==> src/rtl/gc_trap_sequencer.sv <==
// rtl/gc_trap_sequencer.sv - global-control trap sequencer owning all pipeline-wide flushes
// Optional feature macro: GC_INTR_DRAIN_TIMEOUT_EN (bounds the interrupt drain wait).
module gc_trap_sequencer #(
  parameter int NUM_SOURCES      = 4,
  parameter int ID_W             = 3,
  parameter int COUNT_W          = 4,
  parameter int INIT_CLEAR_DEPTH = 64,
  parameter int DRAIN_TIMEOUT    = 32
) (
  input  logic                      clk,
  input  logic                      rst,
  input  logic [NUM_SOURCES-1:0]    exc_valid,
  input  logic [NUM_SOURCES*ID_W-1:0] exc_id,
  input  logic [NUM_SOURCES*5-1:0]  exc_code,
  input  logic [NUM_SOURCES*32-1:0] exc_tval,
  output logic [NUM_SOURCES-1:0]    exc_ack,
  input  logic [ID_W-1:0]           retire_id_next,
  input  logic                      retire_id_valid,
  input  logic                      issue_valid,
  input  logic                      issue_is_ret,
  input  logic                      issue_is_ifence,
  input  logic [31:0]               issue_pc_p4,
  input  logic                      interrupt_pending,
  input  logic [COUNT_W-1:0]        post_issue_count,
  input  logic                      lsq_empty,
  input  logic [31:0]               exception_target_pc,
  input  logic [31:0]               epc,
  output logic                      trap_valid,
  output logic [4:0]                trap_code,
  output logic [31:0]               trap_tval,
  output logic                      interrupt_take,
  output logic                      ret_taken,
  output logic                      intr_timeout,
  output logic                      fetch_hold,
  output logic                      issue_hold,
  output logic                      retire_hold,
  output logic                      writeback_suppress,
  output logic                      init_clear,
  output logic                      pc_override,
  output logic                      memq_flush,
  output logic [31:0]               pc_out
);

  localparam int IC_W = $clog2(INIT_CLEAR_DEPTH);

  typedef enum logic [2:0] {
    S_RESET, S_INIT_CLEAR, S_IDLE, S_SER_DRAIN,
    S_FLUSH, S_DISCARD, S_INTR_DRAIN, S_INTR_TAKE
  } state_t;

  state_t            state, next_state;
  logic [IC_W-1:0]   init_cnt;
  logic              cap_is_ret, cap_is_ifence;
  logic [31:0]       cap_pc;
  logic              post_idle;
  logic              timeout_hit;
  logic              ret_fire, tmo_fire;

  assign post_idle = (post_issue_count == '0) && lsq_empty;

`ifdef GC_INTR_DRAIN_TIMEOUT_EN
  localparam int DT_W = $clog2(DRAIN_TIMEOUT);
  logic [DT_W-1:0] drain_cnt;
  assign timeout_hit = (drain_cnt == DT_W'(DRAIN_TIMEOUT - 1));

  // Drain counter restarts on every INTR_DRAIN entry and counts cycles spent there
  always_ff @(posedge clk) begin
    if (rst || state != S_INTR_DRAIN) drain_cnt <= '0;
    else                              drain_cnt <= drain_cnt + 1'b1;
  end
`else
  assign timeout_hit = 1'b0;
`endif

  // Source arbitration against the oldest retiring ID; lowest index wins
  always_comb begin
    trap_valid = 1'b0;
    exc_ack    = '0;
    trap_code  = '0;
    trap_tval  = '0;
    for (int i = NUM_SOURCES - 1; i >= 0; i--) begin
      if (exc_valid[i] && retire_id_valid && (exc_id[i*ID_W +: ID_W] == retire_id_next)) begin
        trap_valid = 1'b1;
        exc_ack    = '0;
        exc_ack[i] = 1'b1;
        trap_code  = exc_code[i*5 +: 5];
        trap_tval  = exc_tval[i*32 +: 32];
      end
    end
  end

  // Next-state decision plus the single-cycle pulses tied to specific transitions
  always_comb begin
    next_state = state;
    ret_fire   = 1'b0;
    tmo_fire   = 1'b0;
    if (rst) begin
      next_state = S_RESET;
    end else begin
      case (state)
        S_RESET:      next_state = S_INIT_CLEAR;
        S_INIT_CLEAR: if (init_cnt == IC_W'(INIT_CLEAR_DEPTH - 1)) next_state = S_IDLE;
        S_IDLE: begin
          if (trap_valid)                                             next_state = S_FLUSH;
          else if (interrupt_pending)                                 next_state = S_INTR_DRAIN;
          else if (issue_valid && (issue_is_ret || issue_is_ifence))  next_state = S_SER_DRAIN;
        end
        S_SER_DRAIN: begin
          if (trap_valid) next_state = S_FLUSH;
          else if (post_idle) begin
            next_state = S_FLUSH;
            ret_fire   = cap_is_ret;
          end
        end
        S_FLUSH:      next_state = S_DISCARD;
        S_DISCARD:    if (post_idle) next_state = S_IDLE;
        S_INTR_DRAIN: begin
          if (post_idle)               next_state = S_INTR_TAKE;
          else if (trap_valid)         next_state = S_FLUSH;
          else if (!interrupt_pending) next_state = S_IDLE;
          else if (timeout_hit) begin
            next_state = S_IDLE;
            tmo_fire   = 1'b1;
          end
        end
        S_INTR_TAKE:  next_state = S_IDLE;
        default:      next_state = S_RESET;
      endcase
    end
  end

  assign ret_taken      = ret_fire;
  assign intr_timeout   = tmo_fire;
  assign interrupt_take = (next_state == S_INTR_TAKE);

  // State, capture registers and registered controls all load from next_state
  always_ff @(posedge clk) begin
    if (rst) begin
      state              <= S_RESET;
      init_cnt           <= '0;
      cap_is_ret         <= 1'b0;
      cap_is_ifence      <= 1'b0;
      cap_pc             <= '0;
      fetch_hold         <= 1'b1;
      issue_hold         <= 1'b1;
      retire_hold        <= 1'b0;
      writeback_suppress <= 1'b0;
      init_clear         <= 1'b0;
      pc_override        <= 1'b0;
      memq_flush         <= 1'b0;
      pc_out             <= '0;
    end else begin
      state    <= next_state;
      init_cnt <= (state == S_INIT_CLEAR) ? init_cnt + 1'b1 : '0;
      if (state == S_IDLE && next_state == S_SER_DRAIN) begin
        cap_is_ret    <= issue_is_ret;
        cap_is_ifence <= issue_is_ifence && !issue_is_ret;
        cap_pc        <= issue_pc_p4;
      end
      fetch_hold         <= (next_state == S_INIT_CLEAR) || (next_state == S_SER_DRAIN) ||
                            (next_state == S_FLUSH) || (next_state == S_INTR_DRAIN);
      issue_hold         <= (next_state != S_IDLE);
      retire_hold        <= (next_state == S_FLUSH) || (next_state == S_INTR_TAKE);
      writeback_suppress <= (next_state == S_INIT_CLEAR) || (next_state == S_DISCARD);
      init_clear         <= (next_state == S_INIT_CLEAR);
      pc_override        <= (next_state == S_FLUSH) || (next_state == S_INTR_TAKE);
      memq_flush         <= (state == S_DISCARD) && (next_state == S_IDLE);
      if (next_state == S_FLUSH || next_state == S_INTR_TAKE) begin
        if (trap_valid || next_state == S_INTR_TAKE) pc_out <= exception_target_pc;
        else if (cap_is_ifence)                      pc_out <= cap_pc;
        else                                         pc_out <= epc;
      end
    end
  end

endmodule

==> config.mk <==
export PLATFORM = sky130hd
export DESIGN_NAME = gc_trap_sequencer
export DESIGN_NICKNAME = d
export VERILOG_FILES = /design/src/rtl/gc_trap_sequencer.sv
export SDC_FILE = /design/constraint.sdc
export NUM_CORES = 1
export LEC_CHECK = 0
export CAP_MARGIN = 20
export CORE_MARGIN = 4
export CORE_UTILIZATION = 30
export DETAILED_ROUTE_END_ITERATION = 12
export GPL_TIMING_DRIVEN = 0
export PLACE_DENSITY_LB_ADDON = 0.08
export SKIP_LAST_GASP = 1
export SLEW_MARGIN = 20
export SYNTH_ARGS = -nofsm -noshare
export SYNTH_HDL_FRONTEND = slang
export SYNTH_SLANG_ARGS = --single-unit
==> constraint.sdc <==
create_clock -name clk -period 3.86 [get_ports clk]
set_clock_uncertainty 0.1 [all_clocks]
set_input_delay 0.772 -clock clk [delete_from_list [all_inputs] [get_ports clk]]
set_output_delay 0.772 -clock clk [all_outputs]
set_load 0.005 [all_outputs]
==> results of run 1 <==
critical path, stage by stage:
cell             delay [ns]
clkdlybuf4s50_1        0.45
nand2_1                0.09
nor4_4                 0.39
nor2b_4                0.25
clkbuf_8               0.18
buf_4                  0.18
nor3b_1                0.21
clkdlybuf4s50_1        0.56
worst paths after layout:
path | from | end | slack (ns)
hold reg to reg | init_cnt[0] | init_cnt[0] | 0.36
hold / removal | init_cnt[0] | init_cnt[0] | 0.36
setup / recovery | exc_valid[3] | exc_ack[3] | -0.09
setup reg to reg | init_cnt[0] | pc_out[11] | 1.11
registers in the layout, indices dropped and copies added (netlist names):
register / cells
cap_pc: 32
pc_out: 32
init_cnt: 6
state: 3
cap_is_ifence: 1
cap_is_ret: 1
fetch_hold: 1
init_clear: 1
issue_hold: 1
memq_flush: 1
pc_override: 1
writeback_suppress: 1
layout make-up:
class	count	area, um^2	share of cell area
clock buffer	10	239.0	0.02463
sequential	81	1622	0.1671
tap	220	275.3	0.02837
multi-input combinational	473	3406	0.3510
clock inverter	6	95.09	0.009799
buffer	52	370.4	0.03816
timing repair buffer	376	3675	0.3787
inverter	6	22.52	0.002321
report_power, final:
group          switching (mW)  total (mW)  internal [mW]
registers             0.00165       0.840          0.838
clock network           0.364       0.956          0.592
logic                   0.193       0.560          0.366
total                   0.559        2.36           1.80
cells in the final DEF, fill, tap and decap left out, types with 3 or more instances in the layout:
cell type / n
clkbuf_8: 5
a22oi_2: 5
or3_1: 3
nor2_1: 79
nand2b_1: 36
mux2_2: 32
clkdlybuf4s50_1: 306
dfxtp_1: 81
nor4_4: 5
dlymetal6s2s_1: 12
inv_2: 3
clkbuf_16: 9
clkdlybuf4s15_1: 4
clkbuf_1: 17
o21ai_1: 37
inv_1: 3
xor2_2: 8
inv_6: 3
mux2i_1: 98
xor2_1: 6
a22oi_1: 31
a21oi_1: 40
buf_4: 23
clkbuf_4: 6
nand3_1: 4
clkbuf_2: 19
nor3_1: 3
dlygate4sd2_1: 21
buf_6: 12
nand2_1: 48
timing repair:
item	CTS	global route
setup endpoints to repair	44	37
gates resized for setup	101	56
setup buffers	14	5
pin swaps	10	4
gates cloned	1	0
kinds of logic (layout without fill, tap and decap cells):
kind of cell	after synthesis	in the layout	share of synthesized area
other	1	1	0.0007262
xor gates and xnor gates	16	16	0.02714
adders and majority gates	1	1	0.002423
AOI/OAI and AO/OA	127	127	0.1522
and+or+nand+nor	198	198	0.1856
buffers and inverters	58	450	0.05815
DFF	81	81	0.3140
muxes	130	130	0.2598
metrics by stage:
stage / TNS, ns / cell area, um^2 / hold WS, ns
finish: -0.09771 / 9704 / 0.3602
global route: -0.3134 / 9704 / 0.3988
CTS: -0.5017 / 9608 / 0.3681
detailed placement: -59.52 / 9002 / 0.3534
global placement: -57.57 / 9002 / 0.3436
floorplan: 0 / 5164 / 0.3263
routing by layer:
metal | share of wire | wire [um] | vias up
li1 | - | - | 2914
met1 | 0.38 | 8825 | 2725
met2 | 0.51 | 11980 | 233
met3 | 0.075 | 1748 | 40
met4 | 0.036 | 854 | 2
met5 | 0.00085 | 20 | -
==> results.cfg, run 1 <==
[status]
status = finished with violations
violations = negative setup slack

[clock_network]
max-clock-path-buffers = 2
clock_sinks = 81
cts_root_buffer = clkbuf_16
cts_hold_buf = 0
cts_made_buffers = 9
tritoncts = yes
clkTransAtPathRegs_ns = 0.06
htreeDepth = 3
clk_latency_ns = 0.34

[grt]
busiest_layer = met2
use_met2 = 0.4175
use_met3 = 0.06414
grt_overflow = 0
grt_pass1_wl_um = 34160
grt_max_degree = 16
met1_usage = 0.2518
grt.total_usage = 0.2277
grt_pass1_vias = 5993
antenna_found_initial = 1

[flow_run]
cap_violations = 0

[timing]
tightest_slew_ns = 0.6311
setup_viol = 2
slew_headroom = 0.5793
fin_crit_ns = 3.955
drv_slew = 0
max_freq_mhz = 252.9
rsz0062_at_grt = yes
setup_ws_ns = -0.09462
period_share = 1.025
finalHoldViolCount = 0

[final_layout]
utilization = 0.5811
fillers = 1596
finalNonFillerCells = 1224
layout.nets = 1275
area_delta_synth_final_pct = 87.93
diodes = 0
drive_above_1_share = 0.1494

[yosys]
ys_ff_latch = 81
yosysTopAreaCellShare = 0.3140
post-synth-top-area-cell = dfxtp_1
ys.flop_type = dfxtp_1
synth_fp_nets = 888
synthMostInstantiatedCell = mux2i_1
syn-instance-count = 612
yosys_warnings = 0
yosysSeqAreaShare = 0.3140
ys_types = 44
async_flop_share = 0
syn_area_per_cell_um2 = 8.437
synth-edff-count = 0
syn_area_mm2 = 0.005164
synthTopCellsByArea = dfxtp_1 (31%), mux2i_1 (19%), mux2_2 (7.0%)
synth_common_cells = mux2i_1 (98), dfxtp_1 (81), nor2_1 (80)

[setup_path]
worstRegToRegCells = 12
required_ns = 2.99
setup.worst_path.start_class = primary input
path_class = in2out
worstPathMaxFanout = 10
setup.worst_path.end_class = output pin
worstPathArrival_ns = 3.08

[floorplanning]
initial_core_util = 0.3092
ios = 359
core_mm2 = 0.01670
dieHeight_um = 139.2
rows = 47
dieArea_mm2 = 0.01938
die_w_um = 139.2

[power_and_ir_drop]
power.density_mw_per_mm2 = 242.7
ir_drop_mv = 0.2149
power.total_mw = 2.356
p_leak_nw = 4.487

[placement]
portBuffers = 356
place_hpwl_um = 19210
gp_congestion = 0.8993
place_ws_ns = -1.403
dpl.cell_count = 1188

[route]
routed_wl_um = 23430
drc_errors = 0
wl_per_cell_um = 19.14
firstDrtPassIters = 4
avgViaCountPerCell = 4.832
first_iter_violations = 251
vias = 5914
detail-route-antenna-nets = 0

[min_path]
hold_class = reg2reg
hold_path_depth = 1
(Power assumes the default switching activity.)
==> run 2: changes to the inputs <==
clock period = 4.84 ns   (was 3.86 ns; I/O delays follow)
==> run 2 against run 1 <==
Against the previous run: the flow now finishes without violations; clock power fell by 20%; cell area fell by 2.3%; total power fell by 20%; critical path depth rose by 2; first-iteration DRC count fell by 21%; setup slack improved by 0.19 ns; largest power group unchanged; highest routed layer unchanged.
==> results.cfg, run 2 (same netlist as run 1, synthesis figures left out) <==
[status]
status = complete, no violations

[floorplanning]
dieArea_mm2 = 0.01938
dieHeight_um = 139.2
rows = 47
core_mm2 = 0.01670
die_w_um = 139.2
initial_core_util = 0.3092
ios = 359

[setup_path]
crit_top_cell = clkdlybuf4s50_1
slowest_delay_ns = 0.56
worstPathArrival_ns = 3.68
setup.worst_path.start_class = primary input
setup.worst_path.end_class = output pin
cp.buffers_inverters = 3
worstRegToRegCells = 10
crit_family = buffers and inverters
required_ns = 3.77
worstPathMaxFanout = 10
path_class = in2out
crit_slowest_cell = clkdlybuf4s50_1
crit_chain = clkdlybuf4s50_1 > nand2_1 > nor4_4 > nor2b_1 > clkbuf_1 > a22oi_1 > nor2_1 > a21oi_1 > o21ai_1 > clkdlybuf4s50_1
cp.depth = 10

[route]
detail-route-antenna-nets = 0
firstDrtPassIters = 4
drc_errors = 0
route.met3.wl_um = 1776
first_iter_violations = 199
wirelength_met1_um = 8751
topRoutingLayerUsed = met5
met2WireLength_um = 11680
avgViaCountPerCell = 4.794
wl_per_cell_um = 18.99
vias = 5805
routed_wl_um = 23000

[grt]
grt_pass1_vias = 5869
grt_pass1_wl_um = 33600
grt_overflow = 0
grt.total_usage = 0.2239
grt_max_degree = 16
antenna_found_initial = 1

[timing]
rsz0062_at_grt = no
fin_crit_ns = 4.746
max_freq_mhz = 210.7
drv_slew = 0
finalHoldViolCount = 0
tightest_slew_ns = 0.6546
period_share = 0.9806
setup_viol = 0
fin_tns_setup_ns = 0
slew_headroom = 0.5636

[final_layout]
largestRegisters = cap_pc x32, pc_out x32, init_cnt x6
utilization = 0.5676
area_delta_synth_final_pct = 83.57
diodes = 0
layout.cells.most_common = clkdlybuf4s50_1
finalNonFillerCells = 1211
layout.nets = 1262
most-common-layout-cells = clkdlybuf4s50_1 (349), mux2i_1 (98), dfxtp_1 (81)
drive_above_1_share = 0.09990

[placement]
place_hpwl_um = 19210
portBuffers = 356
gp_congestion = 0.8993
dpl.cell_count = 1188

[min_path]
hold_class = reg2reg
hold_path_depth = 1

[power_and_ir_drop]
power.density_mw_per_mm2 = 198.1
ir_drop_mv = 0.1714
power.total_mw = 1.878
p_leak_nw = 4.144

[clock_network]
cts_hold_buf = 0
clk_latency_ns = 0.34
max-clock-path-buffers = 2
cts_root_buffer = clkbuf_16
tritoncts = yes
cts_made_buffers = 9
clock_sinks = 81
htreeDepth = 3
clkTransAtPathRegs_ns = 0.06

[flow_run]
cap_violations = 0
-- run 2: cell types whose count changed in the layout (fill, tap and decap cells not counted), moves of 2 or more --
cell / previous run / this run
clkdlybuf4s50_1: 306 / 349
dlygate4sd2_1: 21 / 4
buf_4: 23 / 10
clkbuf_2: 19 / 9
dlymetal6s2s_1: 12 / 3
clkbuf_1: 17 / 24
xor2_1: 6 / 13
xor2_2: 8 / 1
a22oi_1: 31 / 36
a22oi_2: 5 / 0
clkbuf_8: 5 / 1
clkdlybuf4s15_1: 4 / 0
buf_6: 12 / 10
-- run 2: area by class of cell --
cell class                 count  area (um^2)
clock buffer                  10        239.0
timing repair buffer         363         3618
multi-input combinational    473         3294
sequential                    81         1622
fill                        1608         7222
buffer                        52        312.8
inverter                       6        22.52
tap                          220        275.3
clock inverter                 6        95.09
-- run 2: power breakdown --
part	internal, mW	switching [mW]	leakage, nW	total (mW)
clock network	0.473	0.292	0.164	0.765
registers	0.668	0.00129	0.654	0.670
logic	0.295	0.148	3.33	0.443
-- run 2: repair_timing --
item	CTS	global route
setup buffers	3	4
pin swaps	3	5
gates resized for setup	26	17
endpoints found under the setup margin	40	32
-- run 2: path summary, 6_finish.rpt --
| kind | from | endpoint | slack, ns |
|---|---|---|---|
| min | init_cnt[0] | init_cnt[0] | 0.36 |
| min reg2reg | init_cnt[0] | init_cnt[0] | 0.36 |
| max | retire_id_valid | trap_tval[11] | 0.09 |
| max reg2reg | init_cnt[0] | pc_out[11] | 2.30 |
-- run 2: per-stage QoR --
step	hold slack, ns	instance area [um^2]	worst slack, ns
2_1_floorplan	0.3263	5164	1.020
3_3_place_gp	0.3436	9002	-0.8195
3_5_place_dp	0.3534	9002	-0.8153
4_1_cts	0.3681	9418	-0.03912
5_1_grt	0.3988	9479	0.01676
6_report	0.3603	9479	0.09397
-- run 2: layer usage --
layer / up-vias / track usage
met1: 2643 / 0.2475
met2: 237 / 0.4086
met4: 2 / 0.07415
li1: 2890 / -
met5: - / 0
met3: 33 / 0.06724
